==> src/rtl/seg_pipe_addsub.sv <==
`default_nettype none
// ----------------------------------------------------------------------------
// Module   : seg_pipe_addsub
// Purpose  : Segmented, pipelined add/subtract with valid/ready flow control.
//            Optional saturation is enabled by SEG_PIPE_ADDSUB_SAT_EN.
// Revision : 1.0
// ----------------------------------------------------------------------------
module seg_pipe_addsub #(
  parameter int WIDTH = 64,
  parameter int SEG_W = 16,
  parameter int TAG_W = 4
) (
  input  logic             CLK,
  input  logic             RESETN,
  input  logic             IN_VALID,
  output logic             IN_READY,
  input  logic [WIDTH-1:0] ADDER1,
  input  logic [WIDTH-1:0] ADDER2,
  input  logic             CARRY_I,
  input  logic             IS_SUB,
  input  logic [TAG_W-1:0] TAG_I,
`ifdef SEG_PIPE_ADDSUB_SAT_EN
  input  logic             SAT_I,
  output logic             SAT_O,
`endif
  output logic             OUT_VALID,
  input  logic             OUT_READY,
  output logic [WIDTH-1:0] SUM,
  output logic             CARRY_O,
  output logic             OVF,
  output logic             ZERO,
  output logic [TAG_W-1:0] TAG_O
);

  localparam int NSEG = WIDTH / SEG_W;

  if ((WIDTH % SEG_W) != 0) begin : g_width_check
    $error("seg_pipe_addsub: WIDTH must be a multiple of SEG_W");
  end

  // Stage registers; index k holds the state after segment k is resolved.
  logic [NSEG-1:0]  r_valid;
  logic [NSEG-1:0]  r_carry;
  logic [WIDTH-1:0] r_sum  [NSEG];
  logic [WIDTH-1:0] r_a    [NSEG];
  logic [WIDTH-1:0] r_bp   [NSEG];
  logic [NSEG-1:0]  r_zseg [NSEG];
  logic [TAG_W-1:0] r_tag  [NSEG];
  logic             r_sat  [NSEG];
  logic             r_ovf;
  logic             r_zero;
`ifdef SEG_PIPE_ADDSUB_SAT_EN
  logic             r_sat_o;
`endif

  logic             w_adv;
  logic             w_sat_in;
  logic [NSEG-1:0]  w_v_src;
  logic [NSEG-1:0]  w_c_src;
  logic [WIDTH-1:0] w_a_src    [NSEG];
  logic [WIDTH-1:0] w_bp_src   [NSEG];
  logic [WIDTH-1:0] w_sum_src  [NSEG];
  logic [NSEG-1:0]  w_z_src    [NSEG];
  logic [TAG_W-1:0] w_tag_src  [NSEG];
  logic             w_sat_src  [NSEG];
  logic [SEG_W:0]   w_seg      [NSEG];
  logic [WIDTH-1:0] w_seg_ext  [NSEG];
  logic [WIDTH-1:0] w_sum_nx   [NSEG];
  logic [NSEG-1:0]  w_zseg_nx  [NSEG];
  logic             w_ovf;
  logic             w_clamp;
  logic             w_zero;
  logic [WIDTH-1:0] w_sum_out;

  assign w_adv = !r_valid[NSEG-1] || OUT_READY;

`ifdef SEG_PIPE_ADDSUB_SAT_EN
  assign w_sat_in = SAT_I;
`else
  assign w_sat_in = 1'b0;
`endif

  for (genvar k = 0; k < NSEG; k++) begin : g_stage
    if (k == 0) begin : g_first
      assign w_v_src[k]   = IN_VALID;
      assign w_a_src[k]   = ADDER1;
      assign w_bp_src[k]  = IS_SUB ? ~ADDER2 : ADDER2;
      assign w_c_src[k]   = IS_SUB ^ CARRY_I;
      assign w_sum_src[k] = '0;
      assign w_z_src[k]   = '0;
      assign w_tag_src[k] = TAG_I;
      assign w_sat_src[k] = w_sat_in;
    end else begin : g_next
      assign w_v_src[k]   = r_valid[k-1];
      assign w_a_src[k]   = r_a[k-1];
      assign w_bp_src[k]  = r_bp[k-1];
      assign w_c_src[k]   = r_carry[k-1];
      assign w_sum_src[k] = r_sum[k-1];
      assign w_z_src[k]   = r_zseg[k-1];
      assign w_tag_src[k] = r_tag[k-1];
      assign w_sat_src[k] = r_sat[k-1];
    end

    assign w_seg[k] = {1'b0, w_a_src[k][k*SEG_W +: SEG_W]}
                    + {1'b0, w_bp_src[k][k*SEG_W +: SEG_W]}
                    + {{SEG_W{1'b0}}, w_c_src[k]};
    assign w_seg_ext[k] = WIDTH'(w_seg[k][SEG_W-1:0]);
    // Segments at and above k are still zero in the incoming partial sum.
    assign w_sum_nx[k]  = w_sum_src[k] | (w_seg_ext[k] << (k*SEG_W));
    assign w_zseg_nx[k] = w_z_src[k] | (NSEG'(w_seg[k][SEG_W-1:0] == '0) << k);
  end

  // Overflow and saturation are decided on the unclamped top segment.
  assign w_ovf   = (w_a_src[NSEG-1][WIDTH-1] == w_bp_src[NSEG-1][WIDTH-1])
                && (w_sum_nx[NSEG-1][WIDTH-1] != w_a_src[NSEG-1][WIDTH-1]);
  assign w_clamp = w_sat_src[NSEG-1] && w_ovf;
  assign w_sum_out = !w_clamp ? w_sum_nx[NSEG-1]
                   : (w_a_src[NSEG-1][WIDTH-1] ? {1'b1, {(WIDTH-1){1'b0}}}
                                               : {1'b0, {(WIDTH-1){1'b1}}});
  assign w_zero  = (&w_zseg_nx[NSEG-1]) && !w_clamp;

  always_ff @(posedge CLK or negedge RESETN) begin
    if (!RESETN) begin
      r_valid <= '0;
      r_carry <= '0;
      r_ovf   <= 1'b0;
      r_zero  <= 1'b0;
`ifdef SEG_PIPE_ADDSUB_SAT_EN
      r_sat_o <= 1'b0;
`endif
      for (int k = 0; k < NSEG; k++) begin
        r_sum[k]  <= '0;
        r_a[k]    <= '0;
        r_bp[k]   <= '0;
        r_zseg[k] <= '0;
        r_tag[k]  <= '0;
        r_sat[k]  <= 1'b0;
      end
    end else if (w_adv) begin
      r_valid <= w_v_src;
      // Bubbles leave the data registers untouched.
      for (int k = 0; k < NSEG; k++) begin
        if (w_v_src[k]) begin
          r_sum[k]   <= (k == NSEG-1) ? w_sum_out : w_sum_nx[k];
          r_a[k]     <= w_a_src[k];
          r_bp[k]    <= w_bp_src[k];
          r_carry[k] <= w_seg[k][SEG_W];
          r_zseg[k]  <= w_zseg_nx[k];
          r_tag[k]   <= w_tag_src[k];
          r_sat[k]   <= w_sat_src[k];
        end
      end
      if (w_v_src[NSEG-1]) begin
        r_ovf  <= w_ovf;
        r_zero <= w_zero;
`ifdef SEG_PIPE_ADDSUB_SAT_EN
        r_sat_o <= w_clamp;
`endif
      end
    end
  end

  assign IN_READY  = w_adv;
  assign OUT_VALID = r_valid[NSEG-1];
  assign SUM       = r_sum[NSEG-1];
  assign CARRY_O   = r_carry[NSEG-1];
  assign OVF       = r_ovf;
  assign ZERO      = r_zero;
  assign TAG_O     = r_tag[NSEG-1];
`ifdef SEG_PIPE_ADDSUB_SAT_EN
  assign SAT_O     = r_sat_o;
`endif

endmodule
`default_nettype wire

==> config.mk <==
export PLATFORM = sky130hd
export DESIGN_NAME = seg_pipe_addsub
export DESIGN_NICKNAME = d
export VERILOG_FILES = /design/src/rtl/seg_pipe_addsub.sv
export SDC_FILE = /design/constraint.sdc
export NUM_CORES = 1
export LEC_CHECK = 0
export CORE_MARGIN = 1.5
export CORE_UTILIZATION = 40
export CTS_CLUSTER_SIZE = 28
export DETAILED_ROUTE_END_ITERATION = 12
export PLACE_DENSITY = 0.71
export SLEW_MARGIN = 20
export SYNTH_ARGS = -nofsm -noshare
export SYNTH_HDL_FRONTEND = slang
export SYNTH_SLANG_ARGS = --single-unit
export TNS_END_PERCENT = 5
==> constraint.sdc <==
create_clock -name CLK -period 3.2 [get_ports CLK]
set_clock_uncertainty 0.2 [all_clocks]
set_input_delay 0.64 -clock CLK [delete_from_list [all_inputs] [get_ports CLK]]
set_output_delay 0.64 -clock CLK [all_outputs]
set_load 0.01 [all_outputs]
==> flow_metrics.tcl, run 1 <==
set metrics [dict create \
    setup_viol 0 \
    synth_area_sq_um 18000 \
    antenna_found_initial 1 \
    maxSlewHeadroom_pct 50.4 \
    period_needed_ns 3.11 \
    max-cap-violations 0 \
    fin_area_sq_um 22300 \
    ys_ff_latch 384 \
    place_area_sq_um 20700 \
    wl_um 39000 \
    critPathTopFamily "simple AND/OR/NAND/NOR gates" \
    min_period_over_period_pct 97.2 \
    cts_tree "done" \
    clock_tree.buffer_depth 3 \
    die_w_um 215 \
    avgSynthCellArea_sq_um 12.3 \
    worstSetupEndpoint "r_zseg[12]" \
    r2r-start "r_carry[2]" \
    clock_tree.root_cell "clkbuf_16" \
    postSynthCellCount 1461 \
    worstPathArrival_ns 3.33 \
    hpwl_um 27200 \
    grt-ovfl-total 0 \
    r2r_slack_ns 0.10 \
    reg2reg_to "ZERO" \
    dr.pass1.iters 4 \
    yosysTopAreaCellShare_pct 53.3 \
    critPathCaptureType "flop" \
    stdcell_count 2277 \
    path_clk_slew_ns 0.06 \
    synth_area_leader_cell "dfrtp_1" \
    maxSlewViolCount 0 \
    drive_gt1_share_pct 27.2 \
    final_cell_mix "dfrtp_1 (384), mux2_2 (275), clkdlybuf4s50_1 (205)" \
    p_clk_share_pct 20.8 \
    internal_power_mw 15.4 \
    grt_pass1_vias 12200 \
    synth_area_leaders "dfrtp_1 (53%), mux2_2 (17%), ha_1 (4.2%)" \
    clock.fmax_mhz 322 \
    synth_edf_count 0 \
    grt_use_total_pct 17.1 \
    cts_num_sinks 384 \
    hold_violations 0 \
    via_per_inst 5.06 \
    core_area_sq_um 44300 \
    final_util_pct 50.4 \
    crit_path_max_incr_delay_ns 0.40 \
    vias 11500 \
    postRouteAntennaNets 0 \
    layout.nets 1859 \
    seq_area_frac_synth_pct 53.3 \
    place.gp.congestion 0.915 \
    p_leak_nw 9.68 \
    drt_iter0_drc 609 \
    route.detailed.drc 0 \
    clkLatencyLatePin_ns 0.55 \
    p_sw_share_pct 34.3 \
    start_util_pct 40.7 \
    critPathMaxFanout 4 \
    cts_made_buffers 42 \
    fp.dieH_um 215 \
    synth_flop_cell "dfrtp_1" \
    hp-class "reg2reg" \
    finalSetupTns_ns 0 \
    wire_per_inst_um 17.1 \
    ios 211 \
    synth_nets 1667 \
    cp.depth 12 \
    grt_pass1_wl_um 64000 \
    final_common_cell "dfrtp_1" \
    worstMarginPinSlew_ns 0.744 \
    ys_warn_count 0 \
    diodes 0 \
    rows 77 \
    dpl.cell_count 2195 \
    combPwrFrac_pct 43.8 \
    power.density_nw_per_um2 1050 \
    critPathLaunch "ADDER2[0]" \
    worstPathRequired_ns 3.42 \
    fin_total_pwr_mw 23.4 \
    port_buffers 210 \
    reg2regPathDepth 11 \
    rsz0062_at_grt "yes" \
    seqPwrFrac_pct 35.4 \
    die_area_sq_um 46300 \
    worstSetupPathType "in2reg" \
    ir_drop_v 0.000435 \
    slowest_stage "or3_1" \
    area_growth_pct 24.0 \
    crit_buf_inv 1 \
    synthArstFlopShare_pct 100 \
    htree_num_levels 2 \
    crit_path_start_kind "input port" \
    p_sw_mw 8.02 \
    path_cells "dlygate4sd2_1, xnor2_2, fa_2, fa_2, nor2b_2, o211ai_1, o211ai_1, a2111oi_4, or3_1, and3_1, nand4_1, o31ai_1" \
    synth_cell_types 67 \
    grt_max_degree 116 \
    outcome "finished, final reports clean" \
]
-- flip-flops by register name, indices dropped and copies added, names as in the netlist --
name	flops
r_a	96
r_bp	96
r_sum	96
SUM	64
r_tag	12
r_zseg	6
TAG_O	4
r_carry	4
r_valid	4
OVF	1
ZERO	1
-- synth_stat cells, types with 2 or more instances --
master / count
a21o_1: 16
a31oi_1: 3
nor3_1: 14
o21ai_0: 116
clkbuf_1: 49
nand3b_1: 2
or2_2: 2
a21oi_1: 35
and4_1: 2
o32ai_1: 2
o2111ai_1: 3
nand3_1: 9
buf_1: 13
a41oi_1: 2
nand2_1: 118
xor2_1: 35
o41a_1: 2
a2111oi_2: 3
or3_1: 4
ha_1: 60
dfrtp_1: 384
nor2b_1: 6
or4_1: 2
nor2_1: 29
nand4_1: 7
nand2b_1: 7
fa_1: 8
a221o_1: 2
a211oi_1: 11
and3_1: 7
a41o_1: 2
o21a_1: 8
o211ai_1: 4
a32o_1: 2
o31ai_1: 6
nor4b_1: 3
nor4bb_1: 2
and2_1: 6
nor4_1: 3
xnor2_1: 80
o21bai_1: 6
buf_4: 68
mux2_2: 275
inv_1: 20
-- how the worst min path moves through the flow --
| stage | from | end | slack, ns | cells past startpoint |
|---|---|---|---|---|
| floorplan | RESETN | OVF | 0.14 | 0 |
| global placement | r_sum[148] | r_sum[148] | 0.26 | 2 |
| detailed placement | r_sum[144] | r_sum[144] | 0.27 | 2 |
| CTS | r_sum[144] | r_sum[144] | 0.28 | 2 |
| global route | r_bp[248] | r_bp[248] | 0.30 | 2 |
| finish | r_sum[144] | r_sum[144] | 0.27 | 2 |
-- routing by layer --
layer	routed length, um	GRT usage [%]	vias to the layer above
met5	12	0	-
met4	879	5.64	2
met3	1440	2.75	58
met2	19300	29.3	209
met1	17400	22.0	5796
li1	-	-	5460
-- stage by stage --
stage / setup slack [ns] / hold WS [ns]
2_1_floorplan: -0.300 / 0.144
3_3_place_gp: -0.690 / 0.258
3_5_place_dp: -0.714 / 0.266
4_1_cts: -0.0169 / 0.280
5_1_grt: -0.0423 / 0.297
6_report: 0.0904 / 0.275
-- power groups by stage --
stage | Combinational (mW) | Clock (mW) | Sequential [mW]
2_1_floorplan | 7.42 | 0 | 7.81
3_3_place_gp | 9.53 | 0 | 8.27
3_5_place_dp | 9.82 | 0 | 8.35
4_1_cts | 10.1 | 5.02 | 8.29
5_1_grt | 11.2 | 5.22 | 8.53
6_report | 10.2 | 4.87 | 8.27
-- cell type report --
class | count | area (sq um)
Sequential cell | 384 | 9610
Timing Repair Buffer | 278 | 2730
Clock buffer | 59 | 1230
Clock inverter | 17 | 179
Fill cell | 3897 | 22000
Multi-Input combinational cell | 927 | 7780
Tap cell | 592 | 741
Inverter | 20 | 75.1
-- cells by family after synthesis --
kind of cell / synth area share [%]
flops: 53.3
compound gates: 8.37
buf+inv: 4.54
fa+ha+maj: 5.05
simple gates: 5.94
mux: 17.2
xor+xnor: 5.59
-- worst register-to-register path: cells and delay by family (launching register included) --
kind | cells | cell delay, ns
and+or+nand+nor | 2 | 0.61
adders and majority gates | 2 | 0.61
DFF | 1 | 0.40
buffers and inverters | 1 | 0.09
AOI/OAI and AO/OA | 6 | 1.13
-- repair_timing --
item	in CTS	in global routing
buffers inserted	4	1
hold endpoints to repair	57	0
pin swaps	22	16
hold buffers	1	0
resized for setup	22	20
endpoints found under the setup margin	8	15
No activity file was read; power rests on OpenSTA's default activity.
==> run 2, diff against run 1 <==
--- a/config.mk
+++ b/config.mk
@@ -10,6 +10,7 @@
 export CTS_CLUSTER_SIZE = 28
 export DETAILED_ROUTE_END_ITERATION = 12
 export PLACE_DENSITY = 0.71
+export SKIP_CTS_REPAIR_TIMING = 1
 export SLEW_MARGIN = 20
 export SYNTH_ARGS = -nofsm -noshare
 export SYNTH_HDL_FRONTEND = slang
==> run 2 against run 1 <==
Compared with the run above:
- flip-flop and latch count is the same
- critical endpoint unchanged
- the run now ends with setup timing left
- worst setup slack got worse by 0.18 ns
- die area did not move
==> flow_metrics.tcl, run 2 (synthesized netlist as in run 1, its figures left out) <==
set metrics [dict create \
    top_regs "r_a x96, r_bp x96, r_sum x96" \
    max-cap-violations 0 \
    final_cell_mix "dfrtp_1 (384), mux2_2 (275), clkdlybuf4s50_1 (207)" \
    grt_use_total_pct 17.1 \
    critPathMaxFanout 4 \
    dp_slack_ns -0.714 \
    via_per_inst 5.07 \
    p_clk_share_pct 21.0 \
    dpl.cell_count 2195 \
    period_needed_ns 3.29 \
    cts_num_sinks 384 \
    crit_buf_inv 1 \
    rsz0062_at_grt "yes" \
    crit_path_max_incr_delay_ns 0.43 \
    dr.pass1.iters 4 \
    place.gp.congestion 0.915 \
    outcome "finished with violations" \
    route.detailed.drc 0 \
    grt-ovfl-total 0 \
    cts_tree "done" \
    vias 11500 \
    critPathLaunch "CARRY_I" \
    grt_pass1_vias 12100 \
    postRouteAntennaNets 0 \
    wire_per_inst_um 17.1 \
    worstPathRequired_ns 3.42 \
    critPathTopFamily "simple AND/OR/NAND/NOR gates" \
    antenna_found_initial 1 \
    worstSetupEndpoint "r_zseg[12]" \
    drt_iter0_drc 549 \
    crit_path_start_kind "input port" \
    cts_made_buffers 42 \
    area_growth_pct 23.9 \
    die_w_um 215 \
    internal_power_mw 15.2 \
    clock_tree.root_cell "clkbuf_16" \
    p_leak_nw 9.67 \
    path_clk_slew_ns 0.06 \
    rows 77 \
    setup_viol 3 \
    clock_tree.buffer_depth 3 \
    maxSlewHeadroom_pct 50.9 \
    layout.nets 1856 \
    die_area_sq_um 46300 \
    p_sw_share_pct 34.4 \
    combPwrFrac_pct 43.4 \
    worstMarginPinSlew_ns 0.736 \
    maxSlewViolCount 0 \
    r2r-start "r_a[208]" \
    r2r_slack_ns -0.02 \
    min_period_over_period_pct 103 \
    path_cells "clkdlybuf4s50_1, xnor2_1, fa_2, fa_2, nor2b_2, o211ai_1, o211ai_1, a2111oi_4, or3_4, and3_1, nand4_1, o31ai_1" \
    p_sw_mw 7.99 \
    clock.fmax_mhz 304 \
    reg2regPathDepth 12 \
    failed_checks "setup timing" \
    cp.depth 12 \
    hold_violations 0 \
    reg2reg_to "r_zseg[9]" \
    stdcell_count 2274 \
    port_buffers 210 \
    grt_pass1_wl_um 63900 \
    drive_gt1_share_pct 27.0 \
    critPathCaptureType "flop" \
    wl_um 39000 \
    slowest_stage "clkdlybuf4s50_1" \
    ios 211 \
    worstPathArrival_ns 3.50 \
    grt_max_degree 116 \
    seqPwrFrac_pct 35.6 \
    hpwl_um 27200 \
    htree_num_levels 2 \
    core_area_sq_um 44300 \
    hp-class "reg2reg" \
    start_util_pct 40.7 \
    worstSetupPathType "in2reg" \
    setup_slack_ns -0.0871 \
    final_common_cell "dfrtp_1" \
    diodes 0 \
    fp.dieH_um 215 \
    power.density_nw_per_um2 1040 \
    ir_drop_v 0.000431 \
    fin_total_pwr_mw 23.2 \
    clkLatencyLatePin_ns 0.55 \
]
==> run 2: cell types whose count changed in the layout (fill, tap and decap cells not counted), sizes merged <==
cell,delta
dlygate4sd2,-3
clkdlybuf4s50,+2
buf,-3
dlymetal6s2s,+1
==> run 2: tightest hold or removal path, stage by stage, from the launching register on <==
cell and delay [ns]:
dfrtp_1 0.34, nand2_1 0.04, o21ai_0 0.06
==> run 2: cell type report <==
cell class                      count  area, sq um
Clock inverter                     17          179
Sequential cell                   384         9610
Inverter                           20         75.1
Tap cell                          592          741
Clock buffer                       59         1230
Multi-Input combinational cell    927         7780
Timing Repair Buffer              275         2710
Fill cell                        3894        22000
==> run 2: worst min path at each step <==
stage	start	to	slack, ns	depth (start not counted)
2_1_floorplan	RESETN	OVF	0.14	0
3_3_place_gp	r_sum[148]	r_sum[148]	0.26	2
3_5_place_dp	r_sum[144]	r_sum[144]	0.27	2
4_1_cts	RESETN	SUM[21]	-0.15	1
5_1_grt	r_bp[248]	r_bp[248]	0.30	2
6_report	r_sum[144]	r_sum[144]	0.27	2
==> run 2: per-layer routing <==
layer | GRT usage (%) | part of all wire, %
met5 | 0 | 0.031
met4 | 6.06 | 2.5
met3 | 2.73 | 3.6
met2 | 29.1 | 49
met1 | 22.0 | 45
==> run 2: metrics by stage <==
step,utilization (%),hold slack (ns),instance area (sq um),setup TNS (ns)
floorplan,-,0.144,18100,-0.648
global placement,46.8,0.258,20700,-3.76
detailed placement,46.8,0.266,20700,-4.51
CTS,50.0,-0.146,22200,-0.713
global route,50.4,0.297,22300,-0.939
finish,50.4,0.274,22300,-0.137
==> run 2: power groups by stage <==
stage          clock [mW]  sequential, mW  combinational, mW
4_1_cts              5.02            8.29               9.89
6_report             4.87            8.27               10.1
3_5_place_dp            0            8.35               9.82
2_1_floorplan           0            7.81               7.42
5_1_grt              5.22            8.53               11.1
3_3_place_gp            0            8.27               9.53
